===== config.mk =====
export PLATFORM = sky130hd
export DESIGN_NAME = score_keeper
export DESIGN_NICKNAME = d
export VERILOG_FILES = /design/src/rtl/score_keeper.sv
export SDC_FILE = /design/constraint.sdc
export NUM_CORES = 1
export LEC_CHECK = 0
export BUFFER_PORTS_ARGS = -buffer_cell sky130_fd_sc_hd__buf_2
export CAP_MARGIN = 15
export CORE_MARGIN = 2
export CORE_UTILIZATION = 40
export DETAILED_ROUTE_END_ITERATION = 6
export HOLD_SLACK_MARGIN = 0.06
export PLACE_DENSITY_LB_ADDON = 0.2
export SYNTH_ARGS = -nofsm -noshare
export SYNTH_HDL_FRONTEND = slang
export SYNTH_SLANG_ARGS = --single-unit

===== constraint.sdc =====
create_clock -name clk -period 3.8 [get_ports clk]
set_input_delay 0.76 -clock clk [delete_from_list [all_inputs] [get_ports clk]]
set_output_delay 0.76 -clock clk [all_outputs]
set_load 0.005 [all_outputs]

===== src/rtl/score_keeper.sv =====
// Registered score/combo/multiplier tracker fed by the note judge.
// One judgement per cycle; all outputs update on the edge that accepts it.
module score_keeper #(
  parameter int unsigned SCORE_W     = 16,
  parameter int unsigned COMBO_W     = 8,
  parameter int unsigned PERFECT_PTS = 3,
  parameter int unsigned GOOD_PTS    = 1,
  parameter int unsigned MULT_STEP   = 10,
  parameter int unsigned MAX_MULT    = 4
) (
  input  logic               clk,
  input  logic               rst,
  input  logic               clr,
  input  logic               hold,
  input  logic               judge_valid,
  input  logic [1:0]         judge,
  output logic [SCORE_W-1:0] score,
  output logic [COMBO_W-1:0] combo,
  output logic [COMBO_W-1:0] max_combo,
  output logic [2:0]         mult,
  output logic               sat,
  output logic               upd_valid
);

  localparam int unsigned SUM_W  = SCORE_W + 4;
  localparam int unsigned STEP_W = (MULT_STEP > 1) ? $clog2(MULT_STEP) : 1;

  localparam logic [1:0] JUDGE_MISS    = 2'b00;
  localparam logic [1:0] JUDGE_PERFECT = 2'b10;
  localparam logic [1:0] JUDGE_RSVD    = 2'b11;

  typedef enum logic {RUN, HOLD} stateT;

  stateT              state, stateNext;
  logic [STEP_W-1:0]  stepCnt, stepCntNext;
  logic [SCORE_W-1:0] scoreNext;
  logic [COMBO_W-1:0] comboNext, maxComboNext;
  logic [2:0]         multNext;
  logic               satNext, updValidNext;

  logic [SUM_W-1:0]   basePts, points, sum;

  // Hit arithmetic is widened so the saturation compare cannot wrap.
  always_comb begin
    basePts = (judge == JUDGE_PERFECT) ? SUM_W'(PERFECT_PTS) : SUM_W'(GOOD_PTS);
    points  = basePts * SUM_W'(mult);
    sum     = SUM_W'(score) + points;
  end

  always_ff @(posedge clk or posedge rst) begin
    if (rst) begin
      state     <= RUN;
      score     <= '0;
      combo     <= '0;
      max_combo <= '0;
      mult      <= 3'd1;
      sat       <= 1'b0;
      upd_valid <= 1'b0;
      stepCnt   <= '0;
    end else begin
      state     <= stateNext;
      score     <= scoreNext;
      combo     <= comboNext;
      max_combo <= maxComboNext;
      mult      <= multNext;
      sat       <= satNext;
      upd_valid <= updValidNext;
      stepCnt   <= stepCntNext;
    end
  end

  // Next-state: clr beats hold beats judgement; HOLD drops every judgement.
  always_comb begin
    stateNext    = state;
    scoreNext    = score;
    comboNext    = combo;
    maxComboNext = max_combo;
    multNext     = mult;
    satNext      = sat;
    updValidNext = 1'b0;
    stepCntNext  = stepCnt;

    if (clr) begin
      stateNext    = RUN;
      scoreNext    = '0;
      comboNext    = '0;
      maxComboNext = '0;
      multNext     = 3'd1;
      satNext      = 1'b0;
      stepCntNext  = '0;
    end else if (hold) begin
      stateNext = HOLD;
    end else if (state == HOLD) begin
      stateNext = RUN;
    end else if (judge_valid && (judge != JUDGE_RSVD)) begin
      updValidNext = 1'b1;
      if (judge == JUDGE_MISS) begin
        comboNext   = '0;
        stepCntNext = '0;
        multNext    = 3'd1;
      end else begin
        if (|sum[SUM_W-1:SCORE_W]) begin
          scoreNext = '1;
          satNext   = 1'b1;
        end else begin
          scoreNext = sum[SCORE_W-1:0];
        end

        if (combo != '1) comboNext = combo + COMBO_W'(1);
        if (comboNext > max_combo) maxComboNext = comboNext;

        if (stepCnt == STEP_W'(MULT_STEP - 1)) begin
          stepCntNext = '0;
          if (mult < 3'(MAX_MULT)) multNext = mult + 3'd1;
        end else begin
          stepCntNext = stepCnt + STEP_W'(1);
        end
      end
    end
  end

endmodule

# Word-level counts from Yosys, hierarchy flattened
# Index checks and enable logic that the tools add are counted.
# op_classes
n_addsub	4
mul	1
div	0
magnitude_cmp	2
n_eq_ne	7
shift	0
muxes	49
bitwise_logic	0
reduce_logical	13
# ops
operator	count
8-bit 2-to-1 mux	17
16-bit 2-to-1 mux	6
4-bit 2-to-1 mux	6
3-bit 2-to-1 mux	7
16-bit by 5-bit adder with 17-bit output	1
5-bit AND reduction	3
1-bit 2-to-1 mux	12
8-bit by 1-bit adder with 8-bit output, second input constant	1
8-bit greater-than comparator	1
2-bit inequality test, second input constant	4
8-bit inequality test, second input constant	1
2-bit nonzero test	3
3-bit nonzero test	2
2-bit by 3-bit multiplier with 5-bit output	1
4-bit by 1-bit adder with 4-bit output, second input constant	1
4-bit == test, second input constant	1
4-bit AND reduction	1
4-bit OR reduction	1
3-bit by 1-bit adder with 3-bit output, second input constant	1
3-bit < comparator, second input constant	1
3-bit AND reduction	1
2-bit == test, second input constant	1
2-bit logical NOT	1
2-bit 2-to-1 mux	1
1-bit logical AND	1
# totals
ff_bits	42
latchBits	0
ram_bits	0
rom_bits	0
input_bits	7
output_inout_bits	37
n_memories	0

# Longest topological paths before layout
# depth
ltp_word	14
depth_mapped	10
ltp_nobuf	10

# Least setup slack after synthesis
# OpenSTA, ideal clock, no wires.
# synth_path
path_kind	input-to-reg
from	input judge[1]
to	register score[7]
setup_ns	0.082
t_arrival_ns	2.979
setup_slack_ns	0.739
cell_stages	10
path_buffers	0
path_cell_list	nor2b_1 and2_1 fa_1 ha_1 inv_1 fa_1 nand2b_1 a21o_1 or4_1 a31oi_1
# synth_between
elab_chain_len	11
# synth_rtl
element	line	source
start: declaration	16	input logic [1:0] judge,
2-bit == test	45	basePts = (judge == JUDGE_PERFECT) ? SUM_W'(PERFECT_PTS) : SUM_W'(GOOD_PTS);
2-bit 2-to-1 mux	45	
2-bit by 3-bit multiplier with 5-bit output	46	points = basePts * SUM_W'(mult);
16-bit by 5-bit adder with 17-bit output	47	sum = SUM_W'(score) + points;
4-bit OR reduction	102	if (|sum[SUM_W-1:SCORE_W]) begin
16-bit 2-to-1 mux	102	
16-bit 2-to-1 mux	97	if (judge == JUDGE_MISS) begin
16-bit 2-to-1 mux	95	end else if (judge_valid && (judge != JUDGE_RSVD)) begin
16-bit 2-to-1 mux	93	end else if (state == HOLD) begin
16-bit 2-to-1 mux	91	end else if (hold) begin
16-bit 2-to-1 mux	83	if (clr) begin
end signal: assignment	62	score <= scoreNext;
end: declaration	17	output logic [SCORE_W-1:0] score,
# Several ways; a longest one is shown, not always the timed one. The select of a mux whose other input is x is not followed.
# A chain may end at the register's enable or synchronous reset.

# Worst setup path after layout
# layout_path
from	input judge[1]
to	register score[4]
# The elaborated chain is that of the path after synthesis.

==> results.toml <==
[outcome]
status = "completed"

[route]
first_pass_iters = 4
viasPerCell = 5.795
ant_nets = 0
wire_per_inst_um = 15.76
route.detailed.drc = 0
vias = 2457
drt-total-wl_um = 6682
drtIter0Drc = 154

[synthesis]
ys_warn_count = 0
avgSynthCellArea_um2 = 9.221
synth_top_area_cell = "dfrtp_1"
yosys.area.top_type_share_pct = 37.09
synth_seq_cells = 42
yosys.cell_types.count = 49
synth_fp_nets = 328
yosysSeqAreaShare_pct = 38.04
synth-edff-count = 0
synthFlopType = "dfrtp_1"
async_flop_share_pct = 100.0
ys_top_cells_by_area = "dfrtp_1, ha_1, nor2_1"
syn_inst = 300
netlist_area_um2 = 2766

[critical_path]
max_stage_delay_ns = 0.69
endpoint_kind = "flip-flop"
cp_max_fo = 12
worst-endpoint-required_ns = 4.00
arrival_ns = 3.42
cp_top_family = "compound AO/OA/AOI/OAI gates"
worstSetupPathType = "input port to flip-flop"
start_kind = "input port"
path_buf_inv = 1
path_cells = "buf_2, nor2b_1, and2_1, fa_1, ha_1, a211oi_1, o21bai_1, nand2_1, a311oi_1"
critPathSlowestCell = "o21bai_1"

[placement]
hpwlAfterDp_um = 4854
placedCellCount = 417
portBuffers = 43
routabilityCongestion = 0.8652

[pwr]
peakVddDrop_mv = 0.1421
p_leak_nw = 1.478
pwr_density_cell_nw_per_um2 = 282.8
power.total_mw = 0.8900

[sta]
finalSetupViolCount = 0
period_needed_ns = 3.227
clock-skew-final_ns = 0.008748
maxSlewHeadroom_pct = 43.62
hold_slack_ns = 0.5125
setup-tns-final_ns = 0
max_clock_freq_ghz = 0.3099
timing.final.crit_share_pct = 84.92
rsz0062_at_grt = "false"
worstMarginPinSlew_ns = 0.8440
finalMaxSlewViolations = 0
finalHoldViolCount = 0

[floorplan]
rows = 30
dieArea_um2 = 7597
core_um2 = 6756
start_util_pct = 40.94
die_x_um = 87.16
ios = 44
die_height_um = 87.16

[grt]
grt_max_degree = 43
grt-ovfl-total = 0
grt_pass1_wl_um = 11110
grt_antenna_before_repair = 0
grt_pass1_vias = 2301
grt.total_usage_pct = 18.63

[cts]
cts.clk_slew.worst_paths_ns = 0.08
cts_tree = "done"
ctsHoldBuffers = 0
clk_path_buf_depth = 2
root_buffer = "clkbuf_8"
post_cts_resized = 0
numCtsBuffers = 5
clock_sinks = 42
clk_latency_ns = 0.30
htree_levels = 2
post_cts_buffers = 0

[hold_path]
hold_class = "flip-flop to flip-flop"

[final_layout]
drive_above_1_share_pct = 16.57
syn_to_final_growth_pct = 13.75
nets = 372
fillers = 683
stdcell_count = 424
n_antenna_cell = 0

[job]
max_cap_violations = 0
[placed cells by master (no fill, tap or decap), types with 4 or more instances in the layout]
master     n
inv_1     23
clkbuf_8   5
nor3_1     4
and2_1     6
buf_4      4
nand2_1   20
and3_1     6
o21a_1     6
nand4_1   14
dfrtp_1   41
a21o_1     5
a211oi_1   6
buf_2     43
nor2_1    29
a22o_1     7
a21oi_1   14
o211ai_1   6
o21ai_0    6
a311o_1    6
nand3_1   18
mux2i_1    9
ha_1      18
[final timing paths]
check | start | depth (start not counted) | endpoint | slack (ns)
max in group asynchronous | rst | 3 | score[4] | 2.83
max reg2reg | combo[0] | 9 | max_combo[1] | 0.90
min | sat | 2 | sat | 0.51
max | judge[1] | 9 | score[4] | 0.57
min in group asynchronous | rst | 3 | max_combo[7] | 0.59
min reg2reg | sat | 2 | sat | 0.51
[stage by stage]
step / setup WS [ns] / area, um^2 / util, %
after floorplan: 0.7392 / 2766 / -
after global placement: 0.3554 / 3070 / 45.44
after detailed placement: 0.3026 / 3070 / 45.44
after CTS: 0.5933 / 3147 / 46.57
after global routing: 0.2787 / 3147 / 46.57
final: 0.5731 / 3147 / 46.57
[state kept, by name (all words and copies together) (netlist names)]
register and cells:
combo 8, upd_valid 1, sat 1, score 16
mult 3, max_combo 8, stepCnt 4, state 1
[Yosys cell counts (all sizes together) (2+ instances only)]
master,n
or3,2
mux2i,9
ha,18
a41o,2
o311ai,3
xor2,2
dfrtp,41
inv,24
o21a,6
a21oi,14
clkbuf,6
nor3,4
buf,4
a31oi,2
a311o,6
nor2,29
a211oi,7
nand2,20
and3,6
and2,6
o21ai,6
a311oi,3
o21bai,3
and4,2
nand4,14
a21o,5
and4b,2
nand2b,2
o211ai,6
fa,3
xnor2,2
nand3,18
nor2b,3
a22o,7
[where the power goes]
part           switching [mW]  leakage, nW  internal [mW]
registers              0.0181        0.578          0.462
clock network           0.150       0.0383          0.127
logic                  0.0790        0.862         0.0540
total                   0.247         1.48          0.643
[cell families after synthesis]
kind of cell / share of synthesized area [%]
mux: 3.664
buf+inv: 4.749
xor+xnor: 1.267
compound gates: 20.72
simple gates: 21.26
fa+ha+maj: 10.31
flops: 38.04
[tightest hold or removal path, delay by kind of cell (launching register included)]
family,cells,cell delay [ns]
buf+inv,1,0.05
flops,1,0.38
compound gates,1,0.05
[cell type report]
class | instances | area (um^2) | area share, %
Inverter | 24 | 90.09 | 2.863
Timing Repair Buffer | 47 | 245.2 | 7.793
Clock buffer | 7 | 76.32 | 2.425
Multi-Input combinational cell | 224 | 1583 | 50.30
Tap cell | 80 | 100.1 | 3.181
Sequential cell | 42 | 1052 | 33.44
[per-layer routing]
metal	vias up	GRT usage [%]	share of wire (%)	wire [um]
met5	-	0	0	0
met4	0	4.615	0.88	59
met3	6	3.981	5.0	334
met2	64	29.49	46	3087
met1	1188	26.09	48	3201
li1	1199	-	-	-
No activity file was read; power rests on OpenSTA's default activity.
